**config.mk**
```make
export PLATFORM = sky130hd
export DESIGN_NAME = bytepipe_arb
export DESIGN_NICKNAME = d
export VERILOG_FILES = /design/src/rtl/bytepipe_arb.sv
export SDC_FILE = /design/constraint.sdc
export NUM_CORES = 1
export LEC_CHECK = 0
export ABC_AREA = 1
export CAP_MARGIN = 5
export CELL_PAD_IN_SITES_DETAIL_PLACEMENT = 0
export CELL_PAD_IN_SITES_GLOBAL_PLACEMENT = 1
export CORE_AREA = 2 2 57 99
export CTS_CLUSTER_SIZE = 20
export DETAILED_ROUTE_END_ITERATION = 16
export DIE_AREA = 0 0 59 101
export GPL_TIMING_DRIVEN = 0
export PLACE_DENSITY_LB_ADDON = 0.1
export SLEW_MARGIN = 40
export SYNTH_ARGS = -nofsm -noshare
export SYNTH_HDL_FRONTEND = slang
export SYNTH_SLANG_ARGS = --single-unit
```
**constraint.sdc**
```tcl
create_clock -name i_clk -period 4.4 [get_ports i_clk]
set_clock_uncertainty 0.15 [all_clocks]
set_input_delay 0.66 -clock i_clk [delete_from_list [all_inputs] [get_ports i_clk]]
set_output_delay 0.66 -clock i_clk [all_outputs]
set_load 0.01 [all_outputs]
```
**src/rtl/bytepipe_arb.sv**
```systemverilog
// bytepipe_arb: round-robin arbiter sharing one BytePipe link between N_REQ
// byte sources. It grants one source at a time for a burst of up to
// MAX_BURST bytes and then re-arbitrates, starting the search just after the
// last granted index.
//
// Optional feature: define BYTEPIPE_ARB_HEADER_EN to emit one header byte
// (HDR_TAG | grant index) before every burst.
//
// Ports:
//   i_clk, i_rst     clock, synchronous active-high reset
//   i_cg             clock gate; low freezes state and blocks transfers
//   i_bpReq_data     requester data, requester k at [8k+7:8k]
//   i_bpReq_valid    requester valid
//   o_bpReq_ready    requester ready, at most one bit set
//   o_bp_data        shared link data
//   o_bp_valid       shared link valid
//   i_bp_ready       shared link ready
//   o_grant          one-hot current grant, 0 when idle
//   o_busy           arbiter is not idle
module bytepipe_arb #(
    parameter int unsigned N_REQ     = 4,
    parameter int unsigned MAX_BURST = 16,
    parameter logic [7:0]  HDR_TAG   = 8'hA0
) (
    input  logic                 i_clk,
    input  logic                 i_rst,
    input  logic                 i_cg,
    input  logic [8*N_REQ-1:0]   i_bpReq_data,
    input  logic [N_REQ-1:0]     i_bpReq_valid,
    output logic [N_REQ-1:0]     o_bpReq_ready,
    output logic [7:0]           o_bp_data,
    output logic                 o_bp_valid,
    input  logic                 i_bp_ready,
    output logic [N_REQ-1:0]     o_grant,
    output logic                 o_busy
);

    localparam int unsigned IDX_W = (N_REQ > 1) ? $clog2(N_REQ) : 1;
    localparam int unsigned CNT_W = 9;
    localparam logic [CNT_W-1:0] CNT_LAST = CNT_W'(MAX_BURST - 1);

    typedef enum logic [1:0] {
        ST_IDLE   = 2'd0,
        ST_HEADER = 2'd1,
        ST_BURST  = 2'd2
    } state_t;

    state_t             state, state_nxt;
    logic [IDX_W-1:0]   grant_idx, grant_idx_nxt;
    logic [IDX_W-1:0]   last_idx, last_idx_nxt;
    logic [CNT_W-1:0]   count, count_nxt;
    logic [N_REQ-1:0]   grant, grant_nxt;

    logic               req_any;
    logic [IDX_W-1:0]   pick_idx;
    logic [7:0]         sel_data;
    logic               sel_valid;
    logic [7:0]         bp_data;
    logic               bp_valid;
    logic [N_REQ-1:0]   req_ready;
    logic               xfer;

    // Round-robin pick: walk offsets from far to near so the nearest valid
    // index after last_idx is the one left standing.
    always_comb begin
        req_any  = 1'b0;
        pick_idx = last_idx;
        for (int i = N_REQ; i >= 1; i--) begin
            if (i_bpReq_valid[IDX_W'((32'(last_idx) + 32'(i)) % N_REQ)]) begin
                req_any  = 1'b1;
                pick_idx = IDX_W'((32'(last_idx) + 32'(i)) % N_REQ);
            end
        end
    end

    // Mux the granted source onto the link.
    always_comb begin
        sel_data  = '0;
        sel_valid = 1'b0;
        for (int k = 0; k < N_REQ; k++) begin
            if (grant_idx == IDX_W'(k)) begin
                sel_data  = i_bpReq_data[8*k +: 8];
                sel_valid = i_bpReq_valid[k];
            end
        end
    end

    // Next-state and link outputs.
    always_comb begin
        state_nxt     = state;
        grant_idx_nxt = grant_idx;
        last_idx_nxt  = last_idx;
        count_nxt     = count;
        grant_nxt     = grant;
        bp_data       = '0;
        bp_valid      = 1'b0;
        req_ready     = '0;
        xfer          = 1'b0;

        case (state)
            ST_IDLE: begin
                if (i_cg && req_any) begin
                    grant_idx_nxt = pick_idx;
                    last_idx_nxt  = pick_idx;
                    count_nxt     = '0;
                    grant_nxt     = N_REQ'(1) << pick_idx;
`ifdef BYTEPIPE_ARB_HEADER_EN
                    state_nxt     = ST_HEADER;
`else
                    state_nxt     = ST_BURST;
`endif
                end
            end

            ST_HEADER: begin
                bp_data  = HDR_TAG | {5'd0, 3'(grant_idx)};
                bp_valid = i_cg;
                if (i_cg && i_bp_ready) begin
                    state_nxt = ST_BURST;
                end
            end

            ST_BURST: begin
                bp_data  = sel_data;
                bp_valid = sel_valid & i_cg;
                if (i_cg) begin
                    req_ready = N_REQ'(i_bp_ready) << grant_idx;
                end
                xfer = bp_valid & i_bp_ready;
                if (i_cg) begin
                    // A source gap ends the burst so others get a turn.
                    if (!sel_valid) begin
                        state_nxt = ST_IDLE;
                        grant_nxt = '0;
                    end else if (xfer) begin
                        count_nxt = count + CNT_W'(1);
                        if (count == CNT_LAST) begin
                            state_nxt = ST_IDLE;
                            grant_nxt = '0;
                        end
                    end
                end
            end

            default: begin
                state_nxt = ST_IDLE;
                grant_nxt = '0;
            end
        endcase
    end

    // State register; last_idx starts at N_REQ-1 so requester 0 wins first.
    always_ff @(posedge i_clk) begin
        if (i_rst) begin
            state     <= ST_IDLE;
            grant_idx <= '0;
            last_idx  <= IDX_W'(N_REQ - 1);
            count     <= '0;
            grant     <= '0;
        end else begin
            state     <= state_nxt;
            grant_idx <= grant_idx_nxt;
            last_idx  <= last_idx_nxt;
            count     <= count_nxt;
            grant     <= grant_nxt;
        end
    end

    // Outputs are forced low while reset is held.
    assign o_bp_data     = i_rst ? 8'd0 : bp_data;
    assign o_bp_valid    = ~i_rst & bp_valid;
    assign o_bpReq_ready = i_rst ? '0 : req_ready;
    assign o_grant       = i_rst ? '0 : grant;
    assign o_busy        = ~i_rst & (state != ST_IDLE);

endmodule

```
# == Word level (Yosys, flattened, before mapping) ==
# Cells that the tools add are included.
# totals
output_inout_bits,18
regBits,19
in_bits,40
# op_classes
reduce_logical,10
addsub,5
n_lt_le_gt_ge,4
bitwise,6
n_eq_ne,13
shifts,2
mux,49
# ops
operator,n
$mux W8,5
$mux W4,9
$mux W9,4
$mux W2,10
$pmux W9 S2,1
$pmux W8 S2,1
$reduce_and A5 Y1,3
$lt A2 B3 Y1 const B,4
$mux W1,12
$pmux W4 S3,1
$ne A2 B2 Y1 const B,5
$add A9 B1 Y9 const B,1
$eq A9 B4 Y1 const B,1
$bmux W1 S2,4
$eq A2 B2 Y1 const B,3
$ne A3 B3 Y1 const B,2
$pmux W2 S3,1
$add A2 B1 Y2 const B,2
$add A2 B2 Y2 const B,2
$and A1 B1 Y1,4
$eq A2 B1 Y1 const B,2
$logic_not A2 Y1,2
$reduce_bool A2 Y1,2
$shl A1 B2 Y4,1
other kinds (5),7

# == Longest topological paths before layout ==
# Gate-level depths: netlist of the first run.
# depth
word_depth,11
depth_mapped,12
ltp_nobuf,11

# == Least setup slack after synthesis of the first run ==
# Ideal clock, no wire load.
# synth_path
path_kind,in2out
from,input port i_rst
to,output port o_bp_data[6]
required_ps,3590
arrival_ps,1577
setup_slack_ps,2013
path_stages,4
cell_sequence,clkbuf_1 nor2_2 o31ai_1 nor4_1
# synth_via
elab_chain_len,1
# synth_lines
element,line,rtl
"start, declared",26,"input logic i_rst,"
$mux W8,170,assign o_bp_data = i_rst ? 8'd0 : bp_data;
"end, declared",31,"output logic [7:0] o_bp_data,"
# Every way passes these cells.

# == Worst setup path in the final report of the first run ==
# layout_path
from,register state[1]
to,output port o_bpReq_ready[1]
# layout_via
elab_chain_len,3
# layout_lines
element,line,rtl
"start, declared",48,"state_t state, state_nxt;"
"start signal, assigned",161,state <= state_nxt;
$eq A2 B2 Y1,100,case (state)
$mux W4,100,
$mux W4,172,assign o_bpReq_ready = i_rst ? '0 : req_ready;
"end, declared",30,"output logic [N_REQ-1:0] o_bpReq_ready,"
# Every way passes these cells.

==> results of run 1 <==
## flip-flops by register name, summed over array words and instances (netlist names)
register   count
grant          4
count          9
state          1
grant_idx      2
last_idx       2
## cells in the final DEF, fill, tap and decap left out
cell type and count:
buf_6 2, clkbuf_8 4, xor2_1 2, o21ai_1 3, ha_1 1, inv_2 1
nor2_1 21, nor3_1 8, and2_1 1, clkbuf_1 7, nand2_4 6, nor4_1 1
buf_4 1, nor2_2 3, nand2_2 7, nand3_1 27, inv_1 27, nand2_1 76
xnor2_1 2, dfxtp_1 18, o21ai_0 25, a21oi_1 17, clkdlybuf4s50_1 56, clkinv_1 1
nand4_1 3, o31ai_1 1, nand3b_1 2, inv_6 1, o21bai_1 2
## synthesized netlist by cell type, types with 3 or more instances
| cell type | number | area share [%] |
|---|---|---|
| nand2_1 | 76 | 18 |
| nand2_4 | 6 | 4.4 |
| clkbuf_1 | 7 | 1.7 |
| inv_1 | 27 | 6.6 |
| o21ai_0 | 25 | 8.1 |
| o21ai_1 | 3 | 0.97 |
| nor3_1 | 8 | 2.6 |
| nand3_1 | 27 | 8.7 |
| nor2_1 | 21 | 5.1 |
| nand4_1 | 3 | 1.2 |
| a21oi_1 | 17 | 5.5 |
| dfxtp_1 | 18 | 23 |
| nand2_2 | 7 | 2.8 |
| nor2_2 | 3 | 1.2 |
## power groups by stage
stage               Combinational (W)  Clock (W)  Sequential [W]
floorplan                    0.000230          0        0.000197
detailed placement           0.000338          0        0.000202
global placement             0.000339          0        0.000202
global route                 0.000383   0.000147        0.000201
finish                       0.000334   0.000137        0.000199
CTS                          0.000339   0.000142        0.000198
## per-layer routing
layer  GRT usage [%]  vias to the layer above
li1                -                      979
met1           18.03                      805
met2           32.82                       34
met3           2.567                        4
met4           4.545                        0
met5               0                        -
## final timing paths
| kind | from | end | slack [ps] | depth (start not counted) |
|---|---|---|---|---|
| worst min register to register | count[8] | count[8] | 350 | 2 |
| worst max-delay path | state[1] | o_bpReq_ready[1] | 1270 | 6 |
| worst min-delay path | count[8] | count[8] | 350 | 2 |
| worst max register to register | count[0] | grant[1] | 2670 | 8 |
## cell type report
cell class	count	area, um^2	share of cell area (%)
clock buffers	4	55.05	2.469
flip-flops and latches	18	360.3	16.16
plain buffers	10	56.30	2.525
inverters	30	117.6	5.275
multi-input cells	208	1011	45.34
repair buffers	56	560.5	25.14
well taps	55	68.82	3.086
## logic make-up after synthesis
logic type	count (synthesis)	synth area share, %
simple gates	155	46.32
buf+inv	40	11.26
xor+xnor	4	2.268
fa+ha+maj	1	0.8096
compound gates	48	16.03
flops	18	23.32
## metrics by stage
| step | hold WS (ps) | std cells | cell area, um^2 | setup slack [ps] | power [W] |
|---|---|---|---|---|---|
| floorplan | 314.1 | 266 | 1545 | 2013 | 0.0004272 |
| global placement | 342.5 | 377 | 2175 | 1327 | 0.0005411 |
| detailed placement | 349.3 | 377 | 2175 | 1361 | 0.0005400 |
| CTS | 361.9 | 381 | 2230 | 1192 | 0.0006793 |
| global route | 382.5 | 381 | 2230 | 1060 | 0.0007307 |
| finish | 353.3 | 381 | 2230 | 1270 | 0.0006697 |
## tightest hold or removal path: stages, from the launching register on
cell and delay [ps]:
dfxtp_1 340, nand2_1 70, a21oi_1 50
==> metrics.md, run 1 <==
| Metric | Value |
|---|---|
| CP bufs+invs | `3` |
| DR pass1 iterations | `4` |
| P_sw | `0.0002711 W` |
| Primary FF master, synth | `dfxtp_1` |
| Drt wl/cell | `12.77 um` |
| Post-CTS Resized | `0` |
| DRT met1 WL | `1880 um` |
| Synthesized flop and latch total | `18` |
| Ratio of cells with drive above 1 in the final layout | `under 10%` |
| Final wirelength | `4867 um` |
| Gpl congestion | `0.7698` |
| Pwr/cell area | `approximately 300 nW/um^2` |
| Reg power frac | `around 30%` |
| TritonCTS Sinks | `18` |
| DRC | `0` |
| Antenna violations before repair | `0` |
| Final HPWL DP | `between 3000 and 4000 um` |
| Synth Warn # | `0` |
| Count of mapped cells out of synthesis | `266` |
| Critical Path Fanout Max | `10` |
| Clk buf depth | `2` |
| Post-Syn Area | `1545 um^2` |
| Status | `completed` |
| Slowest stage cell on the critical path | `clkdlybuf4s50_1` |
| CTS root buf | `clkbuf_8` |
| Startpoint type of the worst setup path | `register` |
| Largest net degree at the start of global routing | `11` |
| Fin crit share | `71.15%` |
| Post-synthesis sequential area ratio | `23.32%` |
| Met3 wire length | `168 um` |
| Input/output buffers | `56` |
| Max Used Layer | `met4` |
| Die X-Extent | `59 um` |
| Antenna viol nets, final | `0` |
| Achievable frequency | `0.3194 GHz` |
| All-Layer GR Usage | `between 15 and 20%` |
| Die height | `101 um` |
| Starting DRT DRC Count | `26` |
| Number of synthesized flops with an enable pin | `0` |
| Max-cap viol count | `0` |
| Worst-Skew Late Latency | `250 ps` |
| Final Hold Viols | `0` |
| Synthesized area per cell | `5.809 um^2` |
| Core ar. | `5167 um^2` |
| # fillers | `between 500 and 600` |
| Row cnt | `35` |
| TritonCTS clock tree | `built` |
| Syn nets | `between 300 and 400` |
| RSZ-0062 raised after global routing | `no` |
| Area Growth Syn to Fin | `44.29%` |
| Post-synth cell types | `27` |
| Switching Share | `about two fifths` |
| CP Cell Sequence | `buf_4 -> clkinv_1 -> nor2_2 -> nand2_1 -> nor3_1 -> clkdlybuf4s50_1` |
| Leak | `0.9496 nW` |
| Vias per cell | `roughly 4.8` |
| Setup crit end kind | `output pin` |
| Clock group share of total power | `20.5%` |
| Met2 wire length | `2770 um` |
| Cell Int Power | `roughly 0.00040 W` |
| Post-CTS setup buffers | `0` |
| Nets@finish | `368` |
| Die area | `roughly 6000 um^2` |
| Worst path top cell family by delay | `buffers and inverters` |
| First-pass GRT wire length | `7990 um` |
| Setup TNS | `0 ps` |
| Via count | `around 1800` |
| Worst-margin pin slew | `506.5 ps` |
| Crit Path Category | `reg2out` |
| Grt total ovfl | `0` |
| Combinational power share | `49.9%` |
| Worst-path clk slew | `70 ps` |
| Slew Limit Fails | `0` |
| Peak VDD IR | `0.1151 mV` |
| Hold_buf cts | `0` |
| Number of global-route vias before repair | `around 1800` |
| Type of the most critical hold path | `reg2reg` |
| Post-layout util | `between 40% and 50%` |
| Ys async rst share | `0%` |
| Num ports | `58` |
| Crit path largest cell delay | `between 500 and 600 ps` |
| Post-route minimum period | `3130 ps` |
| Starting density of the core | `29.90%` |
| Antenna cell count | `0` |
| CTS H-tree depth | `1` |
| Rel. slew slack | `between 60% and 70%` |
| CTS buffer count | `3` |
| Critical Path RT | `3590 ps` |
| Final setup violation count | `0` |
| WP data arrival | `around 2300 ps` |
(Power assumes the default switching activity.)
==> run 2, diff against run 1 <==
--- a/config.mk
+++ b/config.mk
@@ -9,10 +9,10 @@
 export CAP_MARGIN = 5
 export CELL_PAD_IN_SITES_DETAIL_PLACEMENT = 0
 export CELL_PAD_IN_SITES_GLOBAL_PLACEMENT = 1
-export CORE_AREA = 2 2 57 99
+export CORE_AREA = 2 2 62 107
 export CTS_CLUSTER_SIZE = 20
 export DETAILED_ROUTE_END_ITERATION = 16
-export DIE_AREA = 0 0 59 101
+export DIE_AREA = 0 0 64 109
 export GPL_TIMING_DRIVEN = 0
 export PLACE_DENSITY_LB_ADDON = 0.1
 export SLEW_MARGIN = 40
==> constraint.sdc (replaced) <==
create_clock -name i_clk -period 2.52 [get_ports i_clk]
set_clock_uncertainty 0.15 [all_clocks]
set_input_delay 0.378 -clock i_clk [delete_from_list [all_inputs] [get_ports i_clk]]
set_output_delay 0.378 -clock i_clk [all_outputs]
set_load 0.01 [all_outputs]
==> metrics.md, run 2 (synthesized netlist as in run 1, its figures left out) <==
| Metric | Value |
|---|---|
| Clk buf depth | `2 (unchanged)` |
| Die X-Extent | `64 um (was 59 um)` |
| Largest regs | `count x9, grant x4 (unchanged)` |
| Reg-to-reg startpoint | `count[0] (unchanged)` |
| Fin crit share | `96.99%` |
| Final setup violation count | `0 (unchanged)` |
| Status | `completed (unchanged)` |
| CTS root buf | `clkbuf_8 (unchanged)` |
| Critical Path Fanout Max | `8 (was 10)` |
| Starting density of the core | `25.19% (was 29.90%)` |
| Final Hold Viols | `0 (unchanged)` |
| Hold Path Sink | `count[8] (unchanged)` |
| Die area | `6976 um^2 (was 5959 um^2)` |
| Crit path largest cell delay | `560 ps (was 580 ps)` |
| Top reg by flops | `count (unchanged)` |
| CTS H-tree depth | `1 (unchanged)` |
| Via count | `1805 (was 1822)` |
| Starting DRT DRC Count | `53 (was 26)` |
| Core ar. | `6133 um^2 (was 5167 um^2)` |
| Crit Path Category | `reg2out (unchanged)` |
| Worst-margin pin slew | `487.7 ps (was 506.5 ps)` |
| Hold Crit Depth | `2 (unchanged)` |
| Critical Path RT | `1990 ps (was 3590 ps)` |
| WP data arrival | `1920 ps (was 2320 ps)` |
| Antenna cell count | `0 (unchanged)` |
| Final HPWL DP | `3888 um (was 3952 um)` |
| RSZ-0062 raised after global routing | `yes (was no)` |
| Nets@finish | `371 (was 368)` |
| Largest register FFs | `9 (unchanged)` |
| Slew Limit Fails | `0 (unchanged)` |
| Rel. slew slack | `67.49% (was 66.23%)` |
| Commonest non-fill, non-tap cell in the layout | `nand2_1 (unchanged)` |
| Antenna violations before repair | `0 (unchanged)` |
| Worst-Skew Late Latency | `250 ps (about the same)` |
| Row cnt | `38 (was 35)` |
| FF-to-FF End | `grant[1] (unchanged)` |
| Worst hold start | `count[8] (unchanged)` |
| Startpoint type of the worst setup path | `register (unchanged)` |
| Hold_buf cts | `0 (unchanged)` |
| Drt wl/cell | `12.00 um (was 12.77 um)` |
| Antenna viol nets, final | `0 (unchanged)` |
| Ratio of cells with drive above 1 in the final layout | `10.94% (was 7.669%)` |
| DRC | `0 (unchanged)` |
| Final setup margin | `75.83 ps (was 1270 ps)` |
| Input/output buffers | `56 (unchanged)` |
| Leak | `1.158 nW (was 0.9496 nW)` |
| Type of the most critical hold path | `reg2reg (unchanged)` |
| Number of global-route vias before repair | `1842 (was 1789)` |
| Peak VDD IR | `0.2342 mV (was 0.1151 mV)` |
| # fillers | `656 (was 568)` |
| Area Growth Syn to Fin | `51.50% (was 44.29%)` |
| Reg-to-reg slack, setup | `800 ps (was 2670 ps)` |
| Post-route minimum period | `2444 ps` |
| Pwr/cell area | `507.4 nW/um^2 (was 300.4 nW/um^2)` |
| Setup TNS | `0 ps (unchanged)` |
| Gpl congestion | `0.7844 (was 0.7698)` |
| Worst path top cell family by delay | `buffers and inverters (unchanged)` |
| Post-layout util | `38.17% (was 43.15%)` |
| R2R cell count | `8 (unchanged)` |
| Die height | `109 um (was 101 um)` |
| CP bufs+invs | `4 (was 3)` |
| Overall power | `0.001188 W (was 0.0006697 W)` |
| Largest net degree at the start of global routing | `11 (unchanged)` |
| Slowest stage cell on the critical path | `clkdlybuf4s50_1 (unchanged)` |
| Setup crit end kind | `output pin (unchanged)` |
| Worst-path clk slew | `70 ps (about the same)` |
| First-pass GRT wire length | `8418 um (was 7990 um)` |
| All-Layer GR Usage | `15.05% (was 16.92%)` |
| CP Cell Sequence | `buf_4 -> clkinv_4 -> nor2_4 -> buf_4 -> o21ai_0 -> a21oi_1 -> clkdlybuf4s50_1 (was buf_4 -> clkinv_1 -> nor2_2 -> nand2_1 -> nor3_1 -> clkdlybuf4s50_1)` |
| Vias per cell | `4.413 (was 4.782)` |
| DP Worst Slack | `-192.6 ps (was 1361 ps)` |
| Crit-path most repeated cell | `buf_4` |
| Num ports | `58 (unchanged)` |
| TritonCTS clock tree | `built (unchanged)` |
| Max-cap viol count | `0 (unchanged)` |
| CTS buffer count | `3 (unchanged)` |
| Non-filler cells, final | `409 (was 381)` |
| Grt total ovfl | `0 (unchanged)` |
| Final wirelength | `4906 um (was 4867 um)` |
| TritonCTS Sinks | `18 (unchanged)` |
| DP Cell Count | `402 (was 377)` |
| Achievable frequency | `0.4091 GHz` |
| DR pass1 iterations | `4 (unchanged)` |
| Most frequent cells in the layout | `nand2_1 (75), clkdlybuf4s50_1 (45), inv_1 (27), nand3_1 (27), o21ai_0 (25) (was nand2_1 (76), clkdlybuf4s50_1 (56), inv_1 (27), nand3_1 (27), o21ai_0 (25))` |
-- run 2: cell types whose count changed in the layout (fill, tap and decap cells not counted), moves of 2 or more --
| cell | delta |
|---|---|
| buf_2 | +2 |
| clkbuf_4 | +2 |
| dlygate4sd2_1 | +2 |
| clkdlybuf4s50_1 | -11 |
| buf_4 | +2 |
| dlymetal6s2s_1 | +9 |
| clkbuf_1 | -5 |
-- run 2: final cells by class --
cell class	count	area, um^2	area share [%]
well taps	80	100.1	4.276
repair buffers	59	615.6	26.30
flip-flops and latches	18	361.6	15.45
clock buffers	4	55.05	2.352
inverters	30	122.6	5.238
plain buffers	10	67.56	2.886
multi-input cells	208	1018	43.51
-- run 2: what timing repair did --
action / in CTS / in global routing
buffers inserted: 2 / 1
setup endpoints to repair: 14 / 11
pin swaps: 1 / 1
resized for setup: 10 / 17
-- run 2: worst max path at each step --
| stage | from | end | slack, ps | cells past startpoint |
|---|---|---|---|---|
| 2_1_floorplan | state[1] | o_bp_data[6] | 610 | 5 |
| 3_3_place_gp | state[1] | o_bpReq_ready[2] | -230 | 6 |
| 3_5_place_dp | state[1] | o_bpReq_ready[2] | -190 | 6 |
| 4_1_cts | state[1] | o_bpReq_ready[1] | 30 | 6 |
| 5_1_grt | state[1] | o_bp_data[3] | -10 | 7 |
| 6_report | state[1] | o_bp_data[3] | 80 | 7 |
-- run 2: metal layers --
metal	global-route usage [%]	vias to the layer above	part of all wire (%)
met2	29.91	40	55
met3	2.374	2	4.1
met5	0	-	0
li1	-	981	-
met4	3.727	0	0.71
met1	16.01	782	40
-- run 2: report_power, final --
group	total [W]	switching, W	internal [W]
Sequential	0.000347	0.0000268	0.000320
Clock	0.000236	0.0000976	0.000139
Combinational	0.000605	0.000354	0.000251
-- run 2: tightest hold or removal path, stage by stage, from the launching register on --
cell	delay, ps
dfxtp_1	340
nand2_1	70
a21oi_1	50
-- run 2: metrics by stage --
stage                     instance area (um^2)  hold WS, ps
after CTS                                 2302        359.5
after floorplan                           1545        314.1
final                                     2341        351.1
after detailed placement                  2206        350.8
after global placement                    2206        342.1
after global routing                      2341        398.1
